File: config.mk
export PLATFORM = sky130hd
export DESIGN_NAME = sample_fifo_flat
export DESIGN_NICKNAME = d
export VERILOG_FILES = /design/src/rtl/sample_fifo_if.sv /design/src/rtl/sample_fifo.sv /design/src/flat_wrapper.sv
export SDC_FILE = /design/constraint.sdc
export NUM_CORES = 1
export LEC_CHECK = 0
export ABC_AREA = 1
export BUFFER_PORTS_ARGS = -buffer_cell sky130_fd_sc_hd__buf_4
export CAP_MARGIN = 40
export CELL_PAD_IN_SITES_DETAIL_PLACEMENT = 1
export CELL_PAD_IN_SITES_GLOBAL_PLACEMENT = 1
export CORE_MARGIN = 8
export CORE_UTILIZATION = 29
export CTS_CLUSTER_SIZE = 40
export DETAILED_ROUTE_END_ITERATION = 10
export HOLD_SLACK_MARGIN = 0.1
export PLACE_DENSITY = 0.51
export SLEW_MARGIN = 40
export SYNTH_ARGS = -nofsm -noshare
export SYNTH_HDL_FRONTEND = slang
export SYNTH_SLANG_ARGS = --single-unit
File: constraint.sdc
create_clock -name i_clk -period 5.3 [get_ports i_clk]
set_clock_uncertainty 0.2 [all_clocks]
set_input_delay 0.53 -clock i_clk [delete_from_list [all_inputs] [get_ports i_clk]]
set_output_delay 0.53 -clock i_clk [all_outputs]
set_load 0.1 [all_outputs]
File: src/rtl/sample_fifo_if.sv
// Handshake and status bundle between the sample buffer (slave) and the
// logic driving and draining it (master).
interface sample_fifo_if #(
  parameter int DATA_WIDTH = 32,
  parameter int ADDR_WIDTH = 4
);
  logic                  flush;
  logic                  winc;
  logic [DATA_WIDTH-1:0] wdata;
  logic                  wfull;
  logic                  wafull;
  logic                  rinc;
  logic                  newout;
  logic [DATA_WIDTH-1:0] rdata;
  logic [ADDR_WIDTH:0]   level;
  logic                  ovf;
  logic                  udf;

  modport master (
    output flush, winc, wdata, rinc,
    input  wfull, wafull, newout, rdata, level, ovf, udf
  );

  modport slave (
    input  flush, winc, wdata, rinc,
    output wfull, wafull, newout, rdata, level, ovf, udf
  );
endinterface

File: src/rtl/sample_fifo.sv
// First-word-fall-through sample buffer with fill level and almost-full flag.
// Sticky overflow/underflow flags exist only when SAMPLE_FIFO_ERRFLAG_EN is defined.
module sample_fifo #(
  parameter int DATA_WIDTH  = 32,
  parameter int ADDR_WIDTH  = 4,
  parameter int AFULL_LEVEL = 12
) (
  input  logic          i_clk,
  input  logic          i_rst,
  sample_fifo_if.slave  bus
);

  localparam int DEPTH = 1 << ADDR_WIDTH;
  localparam logic [ADDR_WIDTH:0] DEPTH_LVL = (ADDR_WIDTH+1)'(DEPTH);
  localparam logic [ADDR_WIDTH:0] AFULL_LVL = (ADDR_WIDTH+1)'(AFULL_LEVEL);

  logic [DATA_WIDTH-1:0] mem_r [DEPTH];
  logic [ADDR_WIDTH:0]   wptr_r;
  logic [ADDR_WIDTH:0]   rptr_r;

  logic [ADDR_WIDTH:0]   level_s;
  logic                  wfull_s;
  logic                  wafull_s;
  logic                  newout_s;
  logic                  wr_acc_s;
  logic                  rd_acc_s;
  logic [DATA_WIDTH-1:0] rdata_s;

  // Status decode from registered pointers; accepts are masked by flush.
  always_comb begin
    level_s  = wptr_r - rptr_r;
    wfull_s  = (level_s == DEPTH_LVL);
    wafull_s = (level_s >= AFULL_LVL);
    newout_s = (level_s != {(ADDR_WIDTH+1){1'b0}});
    wr_acc_s = bus.winc && !wfull_s && !bus.flush;
    rd_acc_s = bus.rinc && newout_s && !bus.flush;
  end

  // Head sample, forced to zero while the buffer is empty.
  always_comb begin
    rdata_s = {DATA_WIDTH{1'b0}};
    if (newout_s) begin
      rdata_s = mem_r[rptr_r[ADDR_WIDTH-1:0]];
    end else begin
      rdata_s = {DATA_WIDTH{1'b0}};
    end
  end

  // Storage array; intentionally not reset.
  always_ff @(posedge i_clk) begin
    if (wr_acc_s) begin
      mem_r[wptr_r[ADDR_WIDTH-1:0]] <= bus.wdata;
    end
  end

  // Pointer update; flush discards contents by catching rptr up to wptr.
  always_ff @(posedge i_clk or negedge i_rst) begin
    if (!i_rst) begin
      wptr_r <= {(ADDR_WIDTH+1){1'b0}};
      rptr_r <= {(ADDR_WIDTH+1){1'b0}};
    end else if (bus.flush) begin
      rptr_r <= wptr_r;
    end else begin
      if (wr_acc_s) begin
        wptr_r <= wptr_r + {{ADDR_WIDTH{1'b0}}, 1'b1};
      end
      if (rd_acc_s) begin
        rptr_r <= rptr_r + {{ADDR_WIDTH{1'b0}}, 1'b1};
      end
    end
  end

`ifdef SAMPLE_FIFO_ERRFLAG_EN
  logic ovf_r;
  logic udf_r;

  // Sticky error flags, cleared only by reset (flush leaves them alone).
  always_ff @(posedge i_clk or negedge i_rst) begin
    if (!i_rst) begin
      ovf_r <= 1'b0;
      udf_r <= 1'b0;
    end else begin
      if (bus.winc && wfull_s) begin
        ovf_r <= 1'b1;
      end
      if (bus.rinc && !newout_s) begin
        udf_r <= 1'b1;
      end
    end
  end

  assign bus.ovf = ovf_r;
  assign bus.udf = udf_r;
`else
  assign bus.ovf = 1'b0;
  assign bus.udf = 1'b0;
`endif

  assign bus.level  = level_s;
  assign bus.wfull  = wfull_s;
  assign bus.wafull = wafull_s;
  assign bus.newout = newout_s;
  assign bus.rdata  = rdata_s;

endmodule

File: src/flat_wrapper.sv
// flat-port wrapper written by rule: the top's interface ports become plain ports
module sample_fifo_flat 
#(
  parameter int DATA_WIDTH  = 32,
  parameter int ADDR_WIDTH  = 4,
  parameter int AFULL_LEVEL = 12
)
  (i_clk, i_rst, bus_flush, bus_winc, bus_wdata, bus_rinc, bus_wfull, bus_wafull, bus_newout, bus_rdata, bus_level, bus_ovf, bus_udf);
  sample_fifo_if #(.DATA_WIDTH(DATA_WIDTH), .ADDR_WIDTH(ADDR_WIDTH)) bus_i ();
  input  logic i_clk;
  input  logic i_rst;
  input wire logic [$bits(bus_i.flush)-1:0] bus_flush;
  input wire logic [$bits(bus_i.winc)-1:0] bus_winc;
  input wire logic [$bits(bus_i.wdata)-1:0] bus_wdata;
  input wire logic [$bits(bus_i.rinc)-1:0] bus_rinc;
  output wire logic [$bits(bus_i.wfull)-1:0] bus_wfull;
  output wire logic [$bits(bus_i.wafull)-1:0] bus_wafull;
  output wire logic [$bits(bus_i.newout)-1:0] bus_newout;
  output wire logic [$bits(bus_i.rdata)-1:0] bus_rdata;
  output wire logic [$bits(bus_i.level)-1:0] bus_level;
  output wire logic [$bits(bus_i.ovf)-1:0] bus_ovf;
  output wire logic [$bits(bus_i.udf)-1:0] bus_udf;
  assign bus_i.flush = bus_flush;
  assign bus_i.winc = bus_winc;
  assign bus_i.wdata = bus_wdata;
  assign bus_i.rinc = bus_rinc;
  assign bus_wfull = bus_i.wfull;
  assign bus_wafull = bus_i.wafull;
  assign bus_newout = bus_i.newout;
  assign bus_rdata = bus_i.rdata;
  assign bus_level = bus_i.level;
  assign bus_ovf = bus_i.ovf;
  assign bus_udf = bus_i.udf;
  sample_fifo #(.DATA_WIDTH(DATA_WIDTH), .ADDR_WIDTH(ADDR_WIDTH), .AFULL_LEVEL(AFULL_LEVEL)) u_core (.i_clk(i_clk), .i_rst(i_rst), .bus(bus_i));
endmodule
### Word-level counts from Yosys, hierarchy flattened

Memory sizes are Yosys's and may differ from the RTL's.
Index checks and enable logic that the tools add are counted.
W data, S select, Z words.

* output and inout bits: 42
* register bits after elaboration: 10
* memory bits (writable): 512
* memories: 1

* reductions and logical operators: 9
* bitwise logic cells: 1
* equal/unequal tests: 1
* magnitude comparators: 1
* add/sub/neg operators: 3
* muxes and demuxes: 5

Memories
* u_core.mem_r: words 16, bits a word 32, read ports 1, clocked after Yosys merged registers in 0, write ports 1, line sample_fifo.sv:17 `logic [DATA_WIDTH-1:0] mem_r [DEPTH];`

Operators by type and width (count)
* $mux W32: 1
* $add A5 B1 Y5 const B: 2
* $mux W5: 2
* $eq A5 B5 Y1 const B: 1
* $ge A5 B4 Y1 const B: 1
* $reduce_bool A5 Y1: 1
* $sub A5 B5 Y5: 1
* $logic_and A1 B1 Y1: 4
* $logic_not A1 Y1: 2
* $mux W1: 2
* $reduce_and A2 Y1: 1
* $reduce_bool A2 Y1: 1
* $not A1 Y1: 1

### Depth between registers and ports, before layout

* depth after elaboration: 7
* depth in mapped cells: 14

### Least setup slack after synthesis

Ideal clock, no wire load.

* kind: reg-to-output
* start: reg u_core.rptr_r[1]
* end: out bus_rdata[10]
* cell stages (with the launch flop): 12
* arrival time: 4445 ps
* required time: 4570 ps
* setup slack: 125 ps
* cell sequence: dfrtp_1 -> buf_2 -> inv_1 -> buf_2 -> buf_2 -> fa_1 -> xor2_2 -> nor2_2 -> nand3_2 -> inv_2 -> buf_4 -> nor2_1

* cells in the longest elaborated chain, start to end: 3
* elaborated cells between the ends (all ways): 4
* those cells by class: add/sub: 1; mux: 1; reduce/logical: 1; memory: 1

Ends and longest elaborated chain
* from (decl): line sample_fifo.sv:19 `logic [ADDR_WIDTH:0] rptr_r;`
* from (signal assigned): line sample_fifo.sv:60 `rptr_r <= {(ADDR_WIDTH+1){1'b0}};`
* from (signal assigned): line sample_fifo.sv:62 `rptr_r <= wptr_r;`
* from (signal assigned): line sample_fifo.sv:68 `rptr_r <= rptr_r + {{ADDR_WIDTH{1'b0}}, 1'b1};`
* $sub A5 B5 Y5: line sample_fifo.sv:31 `level_s = wptr_r - rptr_r;`
* via bus_level[2]: line flat_wrapper.sv:20 `output wire logic [$bits(bus_i.level)-1:0] bus_level;`
* $reduce_bool A5 Y1: line sample_fifo.sv:34 `newout_s = (level_s != {(ADDR_WIDTH+1){1'b0}});`
* via bus_newout: line flat_wrapper.sv:18 `output wire logic [$bits(bus_i.newout)-1:0] bus_newout;`
* $mux W32: line sample_fifo.sv:42 `if (newout_s) begin`
* to (decl): line flat_wrapper.sv:19 `output wire logic [$bits(bus_i.rdata)-1:0] bus_rdata;`

The timed path passes the listed nets, and every way through them passes these cells.

### Worst setup path in the final report

* start: reg u_core.rptr_r[0]
* end: out bus_rdata[26]

* cells in the longest elaborated chain, start to end: 3
* elaborated cells between the ends (all ways): 4
* those cells by class: add/sub: 1; mux: 1; reduce/logical: 1; memory: 1

Ends and longest elaborated chain (line)
* $sub A5 B5 Y5: sample_fifo.sv:31
* $reduce_bool A5 Y1: sample_fifo.sv:34
* $mux W32 *: sample_fifo.sv:42

Every way passes the cells marked *; elsewhere a longest branch is shown, timed or not.

==> parameters.txt <==
Parameter                              Value

Status
  Run status ... finished clean

Floorplan
  Die outline height ... 288 µm
  Starting density of the core ... ~29%
  Width of the chip ... between 200 and 300 µm
  Core footprint ... around 74000 µm²
  Area enclosed by the die boundary ... a little over 80000 µm²
  Standard-cell row count ... 100
  Ports placed on the boundary ... 79

Pwr
  Power per unit of standard cell area ... roughly 660 nW/µm²
  Largest voltage drop on the vdd net ... 0.000651 V
  Cell leakage power ... roughly 0.0091 µW

Cells and area
  Growth of design area from synthesis to finish ... 18.0%
  Area occupied by multi-input gates ... around 5300 µm²
  Core Util, Final ... 34.3%
  Net count reported at finish ... approximately 2000
  Layout fillers ... approximately 8000
  # diodes ... 0
  Sequential cell area in the final layout ... 15600 µm²
  Share of layout cells above drive strength 1 ... between 10% and 20%

Critical path
  Data arrival time of the worst path ... between 3 and 4 ns
  Slowest-stage cell, CP ... buf_4
  Endpoint class of the critical path ... primary output
  Kind of launch point of the worst setup path ... flop
  Critical path class ... flop to primary output
  CP cell instances ... buf_12 > buf_16 > buf_4 > nand2_1 > nand3_1 > nand3_1 > nand3_1 > nand3_1 > nor2_1 > buf_4
  Highest cell delay on the worst timing path ... between 0.7 and 0.8 ns
  CP top delay family ... buffers and inverters
  Required time of the worst setup path ... between 4 and 5 ns
  Crit path buffers/inverters ... 4
  CP Max Fanout ... ~110
  Crit-path most repeated cell ... nand3_1

Clock network
  Setup fix buffers added after clock tree synthesis ... 0
  Clock root cell ... clkbuf_16
  Maximum buffer depth of the clock tree ... 3
  TritonCTS clock tree ... built
  Inserted Clock Buffers ... 56
  Later-pin clock latency in the skew report ... a little under 0.6 ns
  Clock-pin transition on the worst setup and hold timing paths ... 0.06 ns
  TritonCTS Sinks ... about 520
  H-Tree Depth ... 2

Yosys
  Count of flip-flops with a built-in enable after synthesis ... 512
  Seq cells post-synth ... approximately 520
  Top cells by area in the synthesized netlist ... edfxtp_1, nand2_1, nand3_1, buf_2, dfrtp_1
  Adder-Cell Fraction of Synth Area ... less than 1%
  Top cells by instance count after synthesis ... nand2_1, edfxtp_1, nand3_1
  Cell type with the largest total area after synthesis ... edfxtp_1
  Cell with the most instances after synthesis ... nand2_1
  Mean post-synth cell area ... about 12 µm²
  Parity-gate share of the synthesized area counting xor and xnor cells ... less than 1%
  Number of instances in the synthesized netlist ... between 1500 and 2000
  Share of cell area taken by muxes after synthesis ... 0%
  Combinational family with the most area after synthesis ... simple AND/OR/NAND/NOR gates
  Fraction of post-synthesis cell area in the top cell type by area ... 71.6%
  Proportion of synthesized flip-flops having asynchronous set or reset ... under 10%
  Cell area after technology mapping ... 21500 µm²
  Yosys Warn Count ... 0
  Yosys cell types ... 27
  Post-Synth Simple-Gate Area ... a little under a quarter
  Share of the synthesized area in compound gates (AO/OA/AOI/OAI) ... less than 1%
  Dominant synthesized flop cell ... edfxtp_1
  Sequential-to-total area share from yosys stat ... a little over 70%

Timing
  Time the final worst path needs with I/O delays and setup ... 4.56 ns
  Final number of max-transition violations ... 0
  Endpoints failing hold ... 0
  Peak clock frequency supported by timing ... 0.219 GHz
  Ratio of final minimum period to clock period ... about 86%
  Summed negative setup slack over all endpoints ... 0 ns
  Count of endpoints failing setup in the final report ... 0
  Slew @ Worst Pin ... 0.870 ns
  Max transition margin ... between 40% and 50%
  Unrepaired setup endpoints after global routing ... false

Global routing
  Highest-utilization routing layer at the global route stage ... met2
  Met1 Track Usage GR ... around a fifth
  Wire length of the first global-routing pass ... a little under 100 mm
  Global Route met2 Usage ... 25.4%
  Number of global-route vias before repair ... roughly 15000
  Met3 capacity usage during global routing ... around 1.9%
  Maximum number of pins on one net before global-route repair ... approximately 110
  Grt total ovfl ... 0
  Total track usage ... 15.2%
  Number of antenna violations at the first check in global routing ... 0

Routing
  Vias after detailed routing ... about 14000
  Wire length per cell after detailed routing ... 21.4 µm
  WL final ... 63.2 mm
  Via density per instance ... 4.81
  Residual antenna-violating net count after detailed routing ... 0
  DRC viols ... 0
  Iteration-0 DRC Markers ... 969
  Detailed-routing iteration count for the pre-antenna-repair pass ... 5

Place
  Final RePlAce weighted congestion ... 0.710
  Final HPWL DP ... about 34 mm
  Number of port buffers ... 76

Job
  Number of max-capacitance violations reported ... 0

Hold path
  Class of the tightest hold or removal check ... flop to flop
## power by group
| part | total, µW | internal, µW | leakage (µW) | switching [µW] |
|---|---|---|---|---|
| Combinational | 7950 | 1660 | 0.00355 | 6300 |
| Sequential | 4870 | 4770 | 0.00474 | 96.6 |
| Clock | 3830 | 2210 | 0.000858 | 1620 |
## registers in the layout, indices dropped and copies added (netlist names)
| register | count |
|---|---|
| u_core.rptr_r | 5 |
| u_core.mem_r | 512 |
| u_core.wptr_r | 5 |
## logic make-up (layout without fill, tap and decap cells)
kind of cell	after synthesis	in the layout
AND/OR/NAND/NOR	1161	1161
flip-flops	522	522
buffers and inverters	134	279
adder cells (fa/ha/maj)	10	10
AO/OA/AOI/OAI	10	10
XOR/XNOR	4	4
other	1	2
## placed cells by master (no fill, tap or decap), types with 2 or more instances in the layout
| cell | instances |
|---|---|
| nor2_4 | 17 |
| ha_1 | 9 |
| dfrtp_4 | 2 |
| or2_1 | 2 |
| clkbuf_16 | 57 |
| dlygate4sd3_1 | 37 |
| inv_1 | 18 |
| buf_6 | 2 |
| dfrtp_1 | 7 |
| clkinv_1 | 18 |
| inv_4 | 2 |
| inv_2 | 3 |
| nor2_1 | 37 |
| bufinv_16 | 5 |
| nand4_1 | 5 |
| buf_12 | 8 |
| buf_4 | 103 |
| conb_1 | 2 |
| edfxtp_1 | 512 |
| o21ai_0 | 7 |
| nand3_1 | 400 |
| xor2_1 | 3 |
| clkinv_2 | 6 |
| clkbuf_1 | 15 |
| inv_8 | 2 |
| nand2_2 | 4 |
| nand3_4 | 2 |
| nand2_1 | 692 |
| a21oi_1 | 3 |
## final timing paths
check | startpoint | endpoint | slack, ns | depth (start not counted)
worst max-delay path | u_core.rptr_r[0] | bus_rdata[26] | 0.74 | 10
worst min-delay path | u_core.wptr_r[4] | u_core.wptr_r[4] | 0.37 | 2
worst max register to register | u_core.wptr_r[0] | u_core.mem_r[9][24] | 1.53 | 12
worst min register to register | u_core.wptr_r[4] | u_core.wptr_r[4] | 0.37 | 2
max in group asynchronous | i_rst | u_core.rptr_r[1] | 3.70 | 3
min in group asynchronous | i_rst | u_core.rptr_r[4] | 0.80 | 3
## metrics by stage
stage / std cells / area (µm²) / power [µW] / hold slack [ns] / setup WS (ns)
after CTS: 2957 / 25400 / 16900 / 0.371 / 0.666
final: 2957 / 25400 / 16700 / 0.368 / 0.741
after global routing: 2957 / 25400 / 17500 / 0.424 / 0.474
after global placement: 2815 / 23200 / 13000 / 0.179 / 1.37
after detailed placement: 2816 / 23200 / 13000 / 0.184 / 1.31
after floorplan: 1843 / 21500 / 10800 / 0.0344 / 0.125
## routing by layer
metal,vias up,part of all wire (%)
li1,6611,-
met1,7307,47
met3,94,3.0
met4,0,2.4
met5,-,0
met2,204,48
## tightest hold or removal path, cell delays in order (launching register included)
cell and delay [ns]:
dfrtp_1 0.41, nand2_1 0.07, nand2_1 0.06
## area by class of cell
cell class / instances / share of cell area (%)
multi-input cells: 1187 / 20.8
clock buffers: 72 / 5.85
clock inverters: 32 / 1.13
flip-flops and latches: 522 / 61.7
well taps: 969 / 4.78
inverters: 24 / 0.405
repair buffers: 151 / 5.34
## what timing repair did
action                    CTS  global route
hold endpoints to repair  532             0
resized for setup           0             0
hold buffers               37             0
Note: power is estimated with default switching activity, not from simulation.
